<file path="config.mk">
export PLATFORM = sky130hd
export DESIGN_NAME = rect_fill_master
export DESIGN_NICKNAME = d
export VERILOG_FILES = /design/src/rtl/rect_fill_master.sv
export SDC_FILE = /design/constraint.sdc
export NUM_CORES = 1
export LEC_CHECK = 0
export ABC_AREA = 1
export BUFFER_PORTS_ARGS = -buffer_cell sky130_fd_sc_hd__buf_2
export CAP_MARGIN = 20
export CORE_MARGIN = 8
export CORE_UTILIZATION = 43
export DETAILED_ROUTE_END_ITERATION = 6
export GPL_TIMING_DRIVEN = 0
export HOLD_SLACK_MARGIN = 0.12
export PLACE_DENSITY_LB_ADDON = 0.08
export SLEW_MARGIN = 30
export SYNTH_ARGS = -nofsm -noshare
export SYNTH_HDL_FRONTEND = slang
export SYNTH_SLANG_ARGS = --single-unit
</file>
<file path="constraint.sdc">
create_clock -name clk -period 4.1 [get_ports clk]
set_input_delay 0.41 -clock clk [delete_from_list [all_inputs] [get_ports clk]]
set_output_delay 0.41 -clock clk [all_outputs]
set_load 0.01 [all_outputs]
</file>
<file path="src/rtl/rect_fill_master.sv">
// Rectangle fill engine: CSR slave holds two corners and a colour; a start streams one pixel word per cell to a master port.
// Optional screen clipping (160x120) is enabled by defining RECT_FILL_CLIP_EN.
module rect_fill_master (
  input  logic        clk,
  input  logic        reset,
  input  logic [3:0]  address,
  input  logic        read,
  input  logic        write,
  input  logic [31:0] writedata,
  output logic [31:0] readdata,
  output logic [3:0]  m_address,
  output logic        m_write,
  output logic [31:0] m_writedata,
  input  logic        m_waitrequest
);

  typedef enum logic {IDLE, FILL} state_t;

  state_t     state;
  logic [7:0] xa, ya, xb, yb, colour;
  logic [7:0] xmin, xmax, ymin, ymax, x, y, col;
  logic       done;

  logic [7:0] lo_x, hi_x, lo_y, hi_y, nx, ny;
  logic       empty, last;
  logic       unused_bits;

  assign m_address   = 4'd0;
  assign unused_bits = ^writedata[31:16];

  // NOTE: every always_comb output gets a default first so no path leaves it unassigned and infers a latch.
  always_comb begin
    lo_x  = (xa < xb) ? xa : xb;
    hi_x  = (xa < xb) ? xb : xa;
    lo_y  = (ya < yb) ? ya : yb;
    hi_y  = (ya < yb) ? yb : ya;
    empty = 1'b0;
`ifdef RECT_FILL_CLIP_EN
    empty = (lo_x > 8'd159) || (lo_y > 8'd119);
    if (hi_x > 8'd159) hi_x = 8'd159;
    if (hi_y > 8'd119) hi_y = 8'd119;
`endif
  end

  // Equality-terminated walk: an edge at 255 never needs the counter to wrap.
  always_comb begin
    last = (x == xmax) && (y == ymax);
    nx   = (x == xmax) ? xmin : x + 8'd1;
    ny   = (x == xmax) ? y + 8'd1 : y;
  end

  always_comb begin
    readdata = '0;
    if (read) begin
      case (address)
        4'd0:    readdata = {30'b0, done, (state == FILL)};
        4'd1:    readdata = {16'b0, ya, xa};
        4'd2:    readdata = {16'b0, yb, xb};
        4'd3:    readdata = {24'b0, colour};
        default: readdata = '0;
      endcase
    end
  end

  // NOTE: sequential state uses non-blocking assignments only, so every register samples pre-edge values.
  always_ff @(posedge clk or posedge reset) begin
    if (reset) begin
      // NOTE: the walk registers are reset too; the block is small and a clean post-reset state eases debug.
      state       <= IDLE;
      xa          <= '0;
      ya          <= '0;
      xb          <= '0;
      yb          <= '0;
      colour      <= '0;
      xmin        <= '0;
      xmax        <= '0;
      ymin        <= '0;
      ymax        <= '0;
      x           <= '0;
      y           <= '0;
      col         <= '0;
      done        <= 1'b0;
      m_write     <= 1'b0;
      m_writedata <= '0;
    end else begin
      case (state)
        IDLE: begin
          if (write) begin
            case (address)
              4'd0: begin
                xmin        <= lo_x;
                xmax        <= hi_x;
                ymin        <= lo_y;
                ymax        <= hi_y;
                x           <= lo_x;
                y           <= lo_y;
                col         <= colour;
                done        <= 1'b0;
                state       <= FILL;
                m_write     <= !empty;
                m_writedata <= {lo_y, lo_x, 8'h00, colour};
              end
              4'd1:    {ya, xa} <= writedata[15:0];
              4'd2:    {yb, xb} <= writedata[15:0];
              4'd3:    colour   <= writedata[7:0];
              default: ;
            endcase
          end
        end
        FILL: begin
          // CSR writes are deliberately not decoded here: the fill cannot be disturbed.
          if (!m_write) begin
            state <= IDLE;
            done  <= 1'b1;
          end else if (!m_waitrequest) begin
            if (last) begin
              m_write <= 1'b0;
              state   <= IDLE;
              done    <= 1'b1;
            end else begin
              x           <= nx;
              y           <= ny;
              m_writedata <= {ny, nx, 8'h00, col};
            end
          end
        end
        default: state <= IDLE;
      endcase
    end
  end

endmodule

</file>
Word level (Yosys, flattened, before mapping)
Index checks and enable logic that the tools add are counted.
- register bits after elaboration: 123
- latch bits: 0
- memory bits (writable): 0
- ROM bits: 0
- input bits: 41
- word-level logic and storage cells: 82
- memories: 0
- add/sub/neg operators: 2
- multiply operators: 0
- divide/modulo/power cells: 0
- $lt $le $gt $ge: 2
- equal/unequal tests: 12
- shift-type cells: 0
- multiplexer cells: 41
- bitwise logic cells: 1
- reduce and logical (&&, ||, !) cells: 9
- operators by type and width (cell ; count):
    2-to-1 mux 32 bit ; 6
    2-to-1 mux 8 bit ; 16
    one-hot mux 16 bit (4 select lines) ; 1
    one-hot mux 32 bit (2 select lines) ; 1
    one-hot mux 8 bit (2 select lines) ; 2
    adder 8 x 1 -> 8 bit (second input constant) ; 2
    equality test 8 bit ; 2
    < comparator 8 bit ; 2
    2-to-1 mux 1 bit ; 12
    AND reduction 3 bit ; 4
    equality test 4 x 2 -> 1 bit (second input constant) ; 2
    inequality test 2 bit (second input constant) ; 4
    one-hot mux 1 bit (2 select lines) ; 3
    AND reduction 5 bit ; 1
    equality test 4 x 1 -> 1 bit (second input constant) ; 1
    zero test 4 bit ; 1
    AND reduction 4 bit ; 1
    inequality test 3 x 2 -> 1 bit (second input constant) ; 1
    inequality test 3 bit (second input constant) ; 1
    inequality test 2 x 1 -> 1 bit (second input constant) ; 1
    AND reduction 2 bit ; 1
    logical AND 1 bit ; 1
    NOT 1 bit ; 1

Depth between registers and ports, before layout
Gate-level depths: netlist (run 1).
- word-level depth: 6
- gate-level depth with buffers: 14

Least setup slack after synthesis (run 1)
Ideal clock, no wire load.
- kind: register to register
- start point: register ya[7]
- end point: register with a tool-made name
- library setup time: 0.065 ns
- data arrival time: 1.710 ns
- setup slack: 2.326 ns
- cell stages (with the launch flop): 12
- buffers on the path: 2
- period minus slack after synthesis: 1.774 ns
- cell sequence: dfrtp_1 -> ha_1 -> a21oi_1 -> o21a_1 -> buf_2 -> nand2_1 -> buf_4 -> nand2_1 -> nand3_1 -> nand2_1 -> nand2_1 -> nand2_1
- RTL lines (item ; RTL line ; RTL):
    start: declaration ; 20 ; logic [7:0] xa, ya, xb, yb, colour;
    start signal: assignment ; 103 ; 4'd1: {ya, xa} <= writedata[15:0];

Worst setup path in the final report (run 1)
- start point: input address[3]
- end point: output readdata[8]
- cells in the longest elaborated chain, start to end: 3
- RTL lines (item ; RTL line ; RTL):
    start: declaration ; 6 ; input logic [3:0] address,
    equality test 4 x 2 -> 1 bit (tied with other cells) ; 55 ; case (address)
    one-hot mux 16 bit (4 select lines) * ; 55 ;
    2-to-1 mux 32 bit * ; 54 ; if (read) begin
    end: declaration ; 10 ; output logic [31:0] readdata,
Mark *: on every way between the ends. The rest lies on a longest branch, timed or not.

==> metrics, run 1 <==
most used cell, CP buf_2; HPWL Detailed 12400 µm; Worst EP required 3.69 ns; clk slew on worst S/H paths 0.07 ns; CP arrival 1.86 ns; Vias/cell 4.71; Worst path max stage delay 0.30 ns; DIE WIDTH 133 µm; Core Region 13700 µm²; Filler cells 1454; Top Ports 110; #FFs+latches synth 99; type of origin of the critical path primary input; Setup Skew 0.00593 ns; RSZ-0062 raised after global routing false; max_cap viols 0; P_leak 3.82 nW; DR pass1 iterations 7; Final Hold Viols 0; WL per Instance 14.2 µm; first-pass GRT wire length 26100 µm; ys async rst share 100%; maximum vdd ir drop 0.000298 V; design area 6910 µm²; Post-synth EDFFs 0; WS Path Type in2out; crit path max fanout 10; most numerous cell in the Yosys netlist nand2_1; multi-input logic area 2770 µm²; Hold Crit Class in2reg; CP Cell Sequence buf_2 -> nor2_1 -> nand3_1 -> inv_1 -> buf_2 -> nand2_1 -> a21oi_1 -> buf_2; violations in the final reports design-rule violations; WL final 15900 µm; Max Freq 440 MHz; Post-CTS Hold Buffers 1; initial core utilization 43.2%; mapped cell area 5900 µm²; largest net degree at the start of global routing 62; clock latency on the worst-skew pair 0.35 ns; Synth top cells by count 313 x nand2_1, 102 x inv_1, 99 x dfrtp_1, 73 x o21ai_0, 40 x nor2_1; Clock Path Buffers 2; Post-Syn Instances 828; routability cong. 0.886; Post-CTS Setup Bufs 0; Syn Area/Cell 7.13 µm²; CTS Buf Count 9; Post-Layout Cell Count 1118; Post-layout nets 990; Resized cells post-CTS 0; Area contributors post-synth dfrtp_1 42%, nand2_1 20%, inv_1 6.5%; Synth warnings 0; post-synthesis sequential area ratio 42.0%; top-area cell type share of the netlist area 42.0%; Yosys top cell by area dfrtp_1; Cell Rows 43; DRC viols 5; IO buf count 65; CTS root buffer clkbuf_16; initial antenna violation count 0; Post-Place Cell Area 6590 µm²; max_slew headroom 59.6%; vias in the first global route 4982; Inserted Diodes 0; Critical Path Sink Type primary output; power per cell area 715 nW/µm²; DR vias 5262; Cells after DPL 1101; layout overhead on the synthesized area 17.0%; die area 17700 µm²; max-slew violations 0; Final min period 2.27 ns; CTS tree built; Final setup viols 0; Top FF cell, synth dfrtp_1; register area 2480 µm²; Die Y 133 µm; run status complete, but fails checks; total gr overflow 0; Initial DRC Count 382; Final Cycle Share 55.4%; Routed Antenna Nets 0; TNS Setup 0 ns; H-tree level count 3; Worst path slowest cell nand3_1; proportion of layout cells with a drive suffix above 1 15.1%; final hold slack 0.318 ns; worst slew pin tran 0.607 ns; GRT Total Usage 18.3%; Final Total Pwr 4.94 mW; CTS sink count 99; count of cell types in the netlist 34
-- cell families after synthesis --
logic type	share of synthesized area, %
and+or+nand+nor	27.8
other	0.0635
xor gates and xnor gates	1.78
buffers and inverters	12.9
AOI/OAI and AO/OA	12.1
adders and majority gates	3.39
DFF	42.0
-- where the power goes --
group          switching [mW]  leakage (nW)  internal (mW)
logic                    1.41          2.42          0.843
registers               0.416          1.25           1.38
clock network           0.400         0.149          0.484
-- cell type report --
cell class                 count  area share [%]
multi-input combinational    592            40.1
sequential                    99            35.9
inverter                     108            5.98
timing repair buffer          67            5.25
buffer                        56            5.09
clock buffer                   9            3.26
tap                          180            3.26
clock inverter                 7            1.21
-- sequential cells by signal, indices dropped and copies added (netlist names), named ones only --
| signal | flops |
|---|---|
| xa | 8 |
| col | 8 |
| xb | 8 |
| x | 7 |
| xmax | 8 |
| ya | 8 |
| ymax | 8 |
| done | 1 |
| xmin | 8 |
| state | 1 |
| yb | 8 |
| m_writedata | 9 |
| m_write | 1 |
| colour | 8 |
| y | 1 |
-- metal layers --
metal	wire, µm	track usage (%)	up-vias	part of all wire, %
met4	280	6.67	0	1.8
li1	-	-	2758	-
met5	0	0	-	0
met3	851	4.25	18	5.4
met2	6800	27.0	121	43
met1	7930	25.7	2365	50
-- placed cells by master, fill, tap and decap left out, drive strengths merged --
cell / Yosys / routed
buf: 46 / 112
xor2: 12 / 12
clkinv: 1 / 3
nand4: 2 / 2
dfrtp: 99 / 99
nor4: 1 / 1
o21a: 2 / 2
clkinvlp: 0 / 1
a21oi: 23 / 23
o21ai: 73 / 73
nor3: 1 / 1
ha: 16 / 16
o22ai: 21 / 21
nor3b: 1 / 1
dlygate4sd3: 0 / 1
inv: 107 / 110
o211ai: 2 / 2
nor2: 43 / 43
nand2: 318 / 318
conb: 1 / 28
clkbuf: 10 / 19
nand3: 39 / 39
nand3b: 2 / 2
a21boi: 1 / 1
o221ai: 5 / 5
bufinv: 0 / 1
a221oi: 2 / 2
-- worst paths after layout --
kind	cells past startpoint	from	slack (ns)	end
hold / removal	3	writedata[14]	0.32	ya[6]
min in group asynchronous	3	reset	0.61	xb[5]
max in group asynchronous	4	reset	2.86	xmin[7]
hold reg to reg	2	m_writedata[2]	0.47	m_writedata[2]
setup reg to reg	12	yb[7]	1.97	flop
setup / recovery	8	address[3]	1.83	readdata[8]
-- metrics by stage --
stage	utilization (%)	setup WS [ns]
2_1_floorplan	-	1.10
3_3_place_gp	48.0	-0.177
3_5_place_dp	48.2	1.85
4_1_cts	50.5	1.85
5_1_grt	50.5	1.69
6_report	50.5	1.83
-- worst max-delay path: cells and delay by family --
family	cells	cell delay [ns]
AO/OA/AOI/OAI	1	0.20
AND/OR/NAND/NOR	3	0.56
buffers and inverters	4	0.69
Note: power is estimated with default switching activity, not from simulation.
==> run 2, diff against run 1 <==
clock period = 2.3 ns   (was 4.1 ns; I/O delays follow)
==> run 2 against run 1 <==
  * The run now ends clean
  * First-iteration DRC count shrank 5.0%
  * Non-clock buffer count grew 2
  * Register-to-register slack lost 1.7 ns
  * Sequential cell count is the same
  * Clock-buffer cell count grew 2
  * Final area grew 0.91%
  * Power grew 78%
  * Die area is the same
  * Critical path depth grew 4
  * Combinational power grew 79%
  * Clock skew grew 0.0016 ns
  * Largest cell class unchanged
==> metrics, run 2 (synthesized netlist as in run 1, its figures left out) <==
CTS Buf Count 9 (unchanged); switching share of power 44.9% (-0.23 points); Setup Skew 0.00754 ns (+0.00160 ns); Net Switching 3.95 mW (+78%); Worst EP required 2.59 ns (-1.10 ns); initial core utilization 43.2% (unchanged); maximum vdd ir drop 0.000573 V (+93%); RSZ-0062 raised after global routing false; Max Freq 488 MHz; Final setup viols 0 (unchanged); Int Power 4.86 mW (+79%); routability cong. 0.862 (-2.6%); H-tree level count 3 (unchanged); Largest register FFs 9 (unchanged); crit path max fanout 10 (unchanged); clock latency on the worst-skew pair 0.35 ns (about the same); most flop-heavy register m_writedata; DIE WIDTH 133 µm (unchanged); WL final 16100 µm (+1.4%); Final min period 2.05 ns; most frequent cells in the layout 312 x nand2_1, 101 x inv_1, 99 x dfrtp_1; vias in the first global route 4883 (-2.0%); Routed Antenna Nets 0 (unchanged); Die Y 133 µm (unchanged); max_cap viols 0 (unchanged); clock network power share 17.7% (-0.2 points); Comb power frac 45.7% (about the same); DRC viols 0 (-5); Cell Rows 43 (unchanged); power per cell area 1260 nW/µm² (+77%); run status completed; Final Cycle Share 89.1%; CTS tree built; Top Ports 110 (unchanged); type of origin of the critical path flop; Post-CTS Setup Bufs 0 (unchanged); TNS Setup 0 ns (unchanged); WS Path Type reg2reg; GRT Total Usage 18.4% (+0.062 points); IO buf count 65 (unchanged); CP arrival 2.34 ns (+0.48 ns); CTS root buffer clkbuf_16; Post-Place Cell Area 6650 µm² (+1.0%); worst slew pin tran 0.572 ns (-0.0344 ns); P_leak 3.84 nW (+0.44%); Clock Path Buffers 2 (unchanged); layout overhead on the synthesized area 18.1%; Final Hold Viols 0 (unchanged); max_slew headroom 61.9% (+2.3 points); Vias/cell 4.76 (+1.2%); DR pass1 iterations 5 (-2); Hold Crit Class in2reg; max-slew violations 0 (unchanged); Initial DRC Count 363 (-5.0%); Flop pwr share 36.6% (+0.2 points); Critical Path Sink Type flop; clk slew on worst S/H paths 0.07 ns (about the same); CTS sink count 99 (unchanged); total gr overflow 0 (unchanged); Final Total Pwr 8.81 mW (+78%); first-pass GRT wire length 26400 µm (+1.1%); most common cell after layout, fill and taps aside nand2_1; largest net degree at the start of global routing 29 (-53%); initial antenna violation count 0 (unchanged); Core Region 13700 µm² (unchanged); Filler cells 1430 (-1.7%); die area 17700 µm² (unchanged); WL per Instance 14.4 µm (+1.2%); proportion of layout cells with a drive suffix above 1 15.3% (+0.18 points); Post-layout nets 992 (+0.20%); Inserted Diodes 0 (unchanged); DR vias 5333 (+1.3%); HPWL Detailed 12700 µm (+2.7%); Final Util 51.0% (+0.46 points); design area 6970 µm² (+0.91%)
run 2: cell type report:
cell class	count	area, µm²	area share [%]
plain buffers	55	349	5.01
clock buffers	11	243	3.48
clock inverters	5	62.6	0.898
inverters	108	412	5.91
multi-input cells	592	2770	39.7
flip-flops and latches	99	2480	35.6
well taps	180	225	3.23
repair buffers	70	430	6.18
run 2: path summary, 6_finish.rpt:
path | start | endpoint | slack (ns) | cells after the start
max | yb[7] | flop | 0.25 | 12
min | writedata[14] | ya[6] | 0.14 | 3
max reg2reg | yb[7] | flop | 0.25 | 12
min reg2reg | m_writedata[5] | m_writedata[5] | 0.46 | 2
max in group asynchronous | reset | xb[0] | 1.15 | 6
min in group asynchronous | reset | xb[7] | 0.38 | 3
run 2: repair_timing:
action | 4_1_cts | 5_1_grt
endpoints found under the setup margin | 0 | 5
hold buffers | 1 | 0
hold endpoints to repair | 56 | 0
resized for setup | 0 | 4
run 2: per-layer routing:
metal	vias up	track usage, %	part of all wire [%]
li1	2764	-	-
met1	2417	26.3	49
met2	134	27.4	43
met3	18	3.24	5.7
met4	0	6.18	1.8
met5	-	0	0
run 2: worst max-delay path, cell delays in order (launching register included):
cell and delay, ns:
dfrtp_1 0.44, inv_1 0.08, ha_1 0.29, a21oi_1 0.16, o21a_1 0.13, buf_2 0.19
nand2_2 0.14, buf_4 0.20, nand2_1 0.06, nand3_1 0.09, nand2_1 0.11, nand2_1 0.05
nand2_1 0.06
run 2: through the flow:
stage / cells / hold slack, ns / worst slack, ns
finish: 1120 / 0.144 / 0.250
global route: 1120 / 0.157 / 0.0330
global placement: 1100 / 0.453 / 0.155
CTS: 1121 / 0.140 / 0.176
floorplan: 855 / 0.391 / 0.526
detailed placement: 1104 / 0.204 / 0.193
run 2: power groups by stage:
stage | Clock [mW] | Combinational (mW) | Sequential (mW)
3_5_place_dp | 0 | 4.02 | 3.24
2_1_floorplan | 0 | 2.93 | 3.07
3_3_place_gp | 0 | 3.98 | 3.23
5_1_grt | 1.66 | 4.67 | 3.34
4_1_cts | 1.59 | 4.04 | 3.21
6_report | 1.56 | 4.03 | 3.22
==> run 3, diff against run 2 <==
--- a/config.mk
+++ b/config.mk
@@ -8,3 +8,2 @@
 export ABC_AREA = 1
-export BUFFER_PORTS_ARGS = -buffer_cell sky130_fd_sc_hd__buf_2
 export CAP_MARGIN = 20
@@ -13,2 +12,3 @@
 export DETAILED_ROUTE_END_ITERATION = 6
+export DONT_BUFFER_PORTS = 1
 export GPL_TIMING_DRIVEN = 0
--- a/constraint.sdc
+++ b/constraint.sdc
@@ -3,2 +3,2 @@
 set_output_delay 0.23 -clock clk [all_outputs]
-set_load 0.01 [all_outputs]
+set_load 0.1 [all_outputs]
==> run 3 against run 2 <==
  * Clock power rose by 5%
  * Fmax fell by 5.4%
  * Hold slack improved by 0.024 ns
  * Largest power group is now sequential cells
  * Highest routed layer unchanged
==> metrics, run 3 (synthesized netlist as in run 1, its figures left out) <==
CTS sink count 99 (unchanged); Max Freq 461 MHz (-5.4%); Final setup viols 0 (unchanged); Final min period 2.17 ns (+0.117 ns); CTS Buf Count 9 (unchanged); DRC viols 0 (unchanged); Final Total Pwr 10.4 mW (+18%); Critical Path Sink Type primary output; Largest register FFs 9 (unchanged); pre-CTS WS -0.222 ns (-0.415 ns); Vias/cell 4.98 (+4.6%); design area 6970 µm² (about the same); final hold slack 0.168 ns (+0.0236 ns); most flop-heavy register m_writedata; Final Hold Viols 0 (unchanged); first-pass GRT wire length 27200 µm (+2.8%); CP arrival 1.94 ns (-0.40 ns); Hold Crit Class in2reg; initial core utilization 43.2% (unchanged); DR WL met2 7230 µm (+4.2%); Post-CTS Setup Bufs 0 (unchanged); Core Region 13700 µm² (unchanged); DIE WIDTH 133 µm (unchanged); die area 17700 µm² (unchanged); Cell Rows 43 (unchanged); max_cap viols 0 (unchanged); max_slew headroom 39.5% (-22 points); Inserted Diodes 0 (unchanged); type of origin of the critical path primary input; RSZ-0062 raised after global routing false; HPWL Detailed 12900 µm (+1.9%); Crit path buffers/inverters 3 (unchanged); total gr overflow 0 (unchanged); clock latency on the worst-skew pair 0.36 ns (about the same); crit path max fanout 10 (unchanged); clk slew on worst S/H paths 0.07 ns (about the same); register area 2510 µm² (+1.3%); Metal-1 WL 7760 µm (-2.0%); Filler cells 1378 (-3.6%); most common cell after layout, fill and taps aside nand2_1; Setup Skew 0.0108 ns (+0.00326 ns); power per cell area 1490 nW/µm² (+18%); routed wl met3 1080 µm (+17%); WL per Instance 15.2 µm (+5.8%); Post-Place Cell Area 6450 µm² (-3.0%); largest net degree at the start of global routing 30 (+3.4%); run status completed; proportion of layout cells with a drive suffix above 1 12.0% (-3.3 points); GRT Total Usage 19.0% (+0.59 points); H-tree level count 3 (unchanged); IO buf count 0 (-100%); maximum vdd ir drop 0.000632 V (+10%); Clock Path Buffers 2 (unchanged); Post-layout nets 944 (-4.8%); P_leak 3.60 nW (-6.1%); Worst path slowest cell inv_1; initial antenna violation count 0 (unchanged); Crit path max-delay family buffers and inverters; worst slew pin tran 0.907 ns (+0.335 ns); multi-input logic area 2870 µm² (+3.8%); Die Y 133 µm (unchanged); most frequent cells in the layout 312 x nand2_1, 101 x inv_1, 82 x dfrtp_1; layout overhead on the synthesized area 18.1% (about the same); Top Ports 110 (unchanged); Routed Antenna Nets 0 (unchanged); top layer in use met4; DR vias 5338 (+0.094%); Setup WS post-layout 0.133 ns (-0.117 ns); routability cong. 0.877 (+1.7%); Final Cycle Share 94.2% (+5.1 points); CTS root buffer clkbuf_16; vias in the first global route 5090 (+4.2%); WS Path Type in2out; CTS tree built; Worst path max stage delay 0.62 ns (+0.18 ns); Initial DRC Count 406 (+12%); Worst EP required 2.07 ns (-0.52 ns); max-slew violations 0 (unchanged); WL final 16300 µm (+1.3%); DR pass1 iterations 5 (unchanged); CP Cell Sequence nor2_1 -> nand3_1 -> inv_1 -> buf_2 -> nand2_1 -> o211ai_1 -> nand2_1 -> inv_1
-- run 3: report_power, final --
| part | leakage, nW | switching (mW) | internal (mW) | total [mW] |
|---|---|---|---|---|
| Sequential | 1.22 | 2.16 | 2.48 | 4.64 |
| Combinational | 2.22 | 2.66 | 1.44 | 4.10 |
| Clock | 0.153 | 0.685 | 0.956 | 1.64 |
-- run 3: repair_timing --
action,4_1_cts,5_1_grt
resized for setup,6,9
hold buffers,17,0
cloned,0,0
hold endpoints to repair,86,0
setup endpoints to repair,27,19
-- run 3: worst paths after layout --
path,start,to,slack [ns],cells after the start
max in group asynchronous,reset,async pin,1.30,4
max reg2reg,flop,m_writedata[0],0.18,13
min reg2reg,xmin[6],xmin[6],0.49,2
max,address[3],readdata[2],0.13,8
min in group asynchronous,reset,xmin[7],0.33,2
min,m_waitrequest,done,0.17,3
-- run 3: routing by layer --
layer | vias up | track usage [%]
met5 | - | 0
met4 | 0 | 6.30
met1 | 2510 | 25.9
li1 | 2673 | -
met2 | 140 | 28.7
met3 | 15 | 4.97
-- run 3: stage by stage --
step	std cells	util (%)	setup TNS, ns
2_1_floorplan	855	-	0
3_3_place_gp	1035	45.9	-4.01
3_5_place_dp	1039	47.2	-4.47
4_1_cts	1072	50.9	0
5_1_grt	1072	51.0	0
6_report	1072	51.0	0
-- run 3: area by class of cell --
class                           instances  share of cell area, %
Tap cell                              180                   3.23
Inverter                              108                   5.91
Timing Repair Buffer                   21                   3.91
Clock inverter                          6                   1.29
Clock buffer                           10                   3.28
Buffer                                 56                   5.15
Multi-Input combinational cell        592                   41.2
Sequential cell                        99                   36.0
-- run 3: tightest hold or removal path, cell delays in order --
cell      delay (ns)
nor2_1          0.02
nand3_1         0.11
o221ai_1        0.11
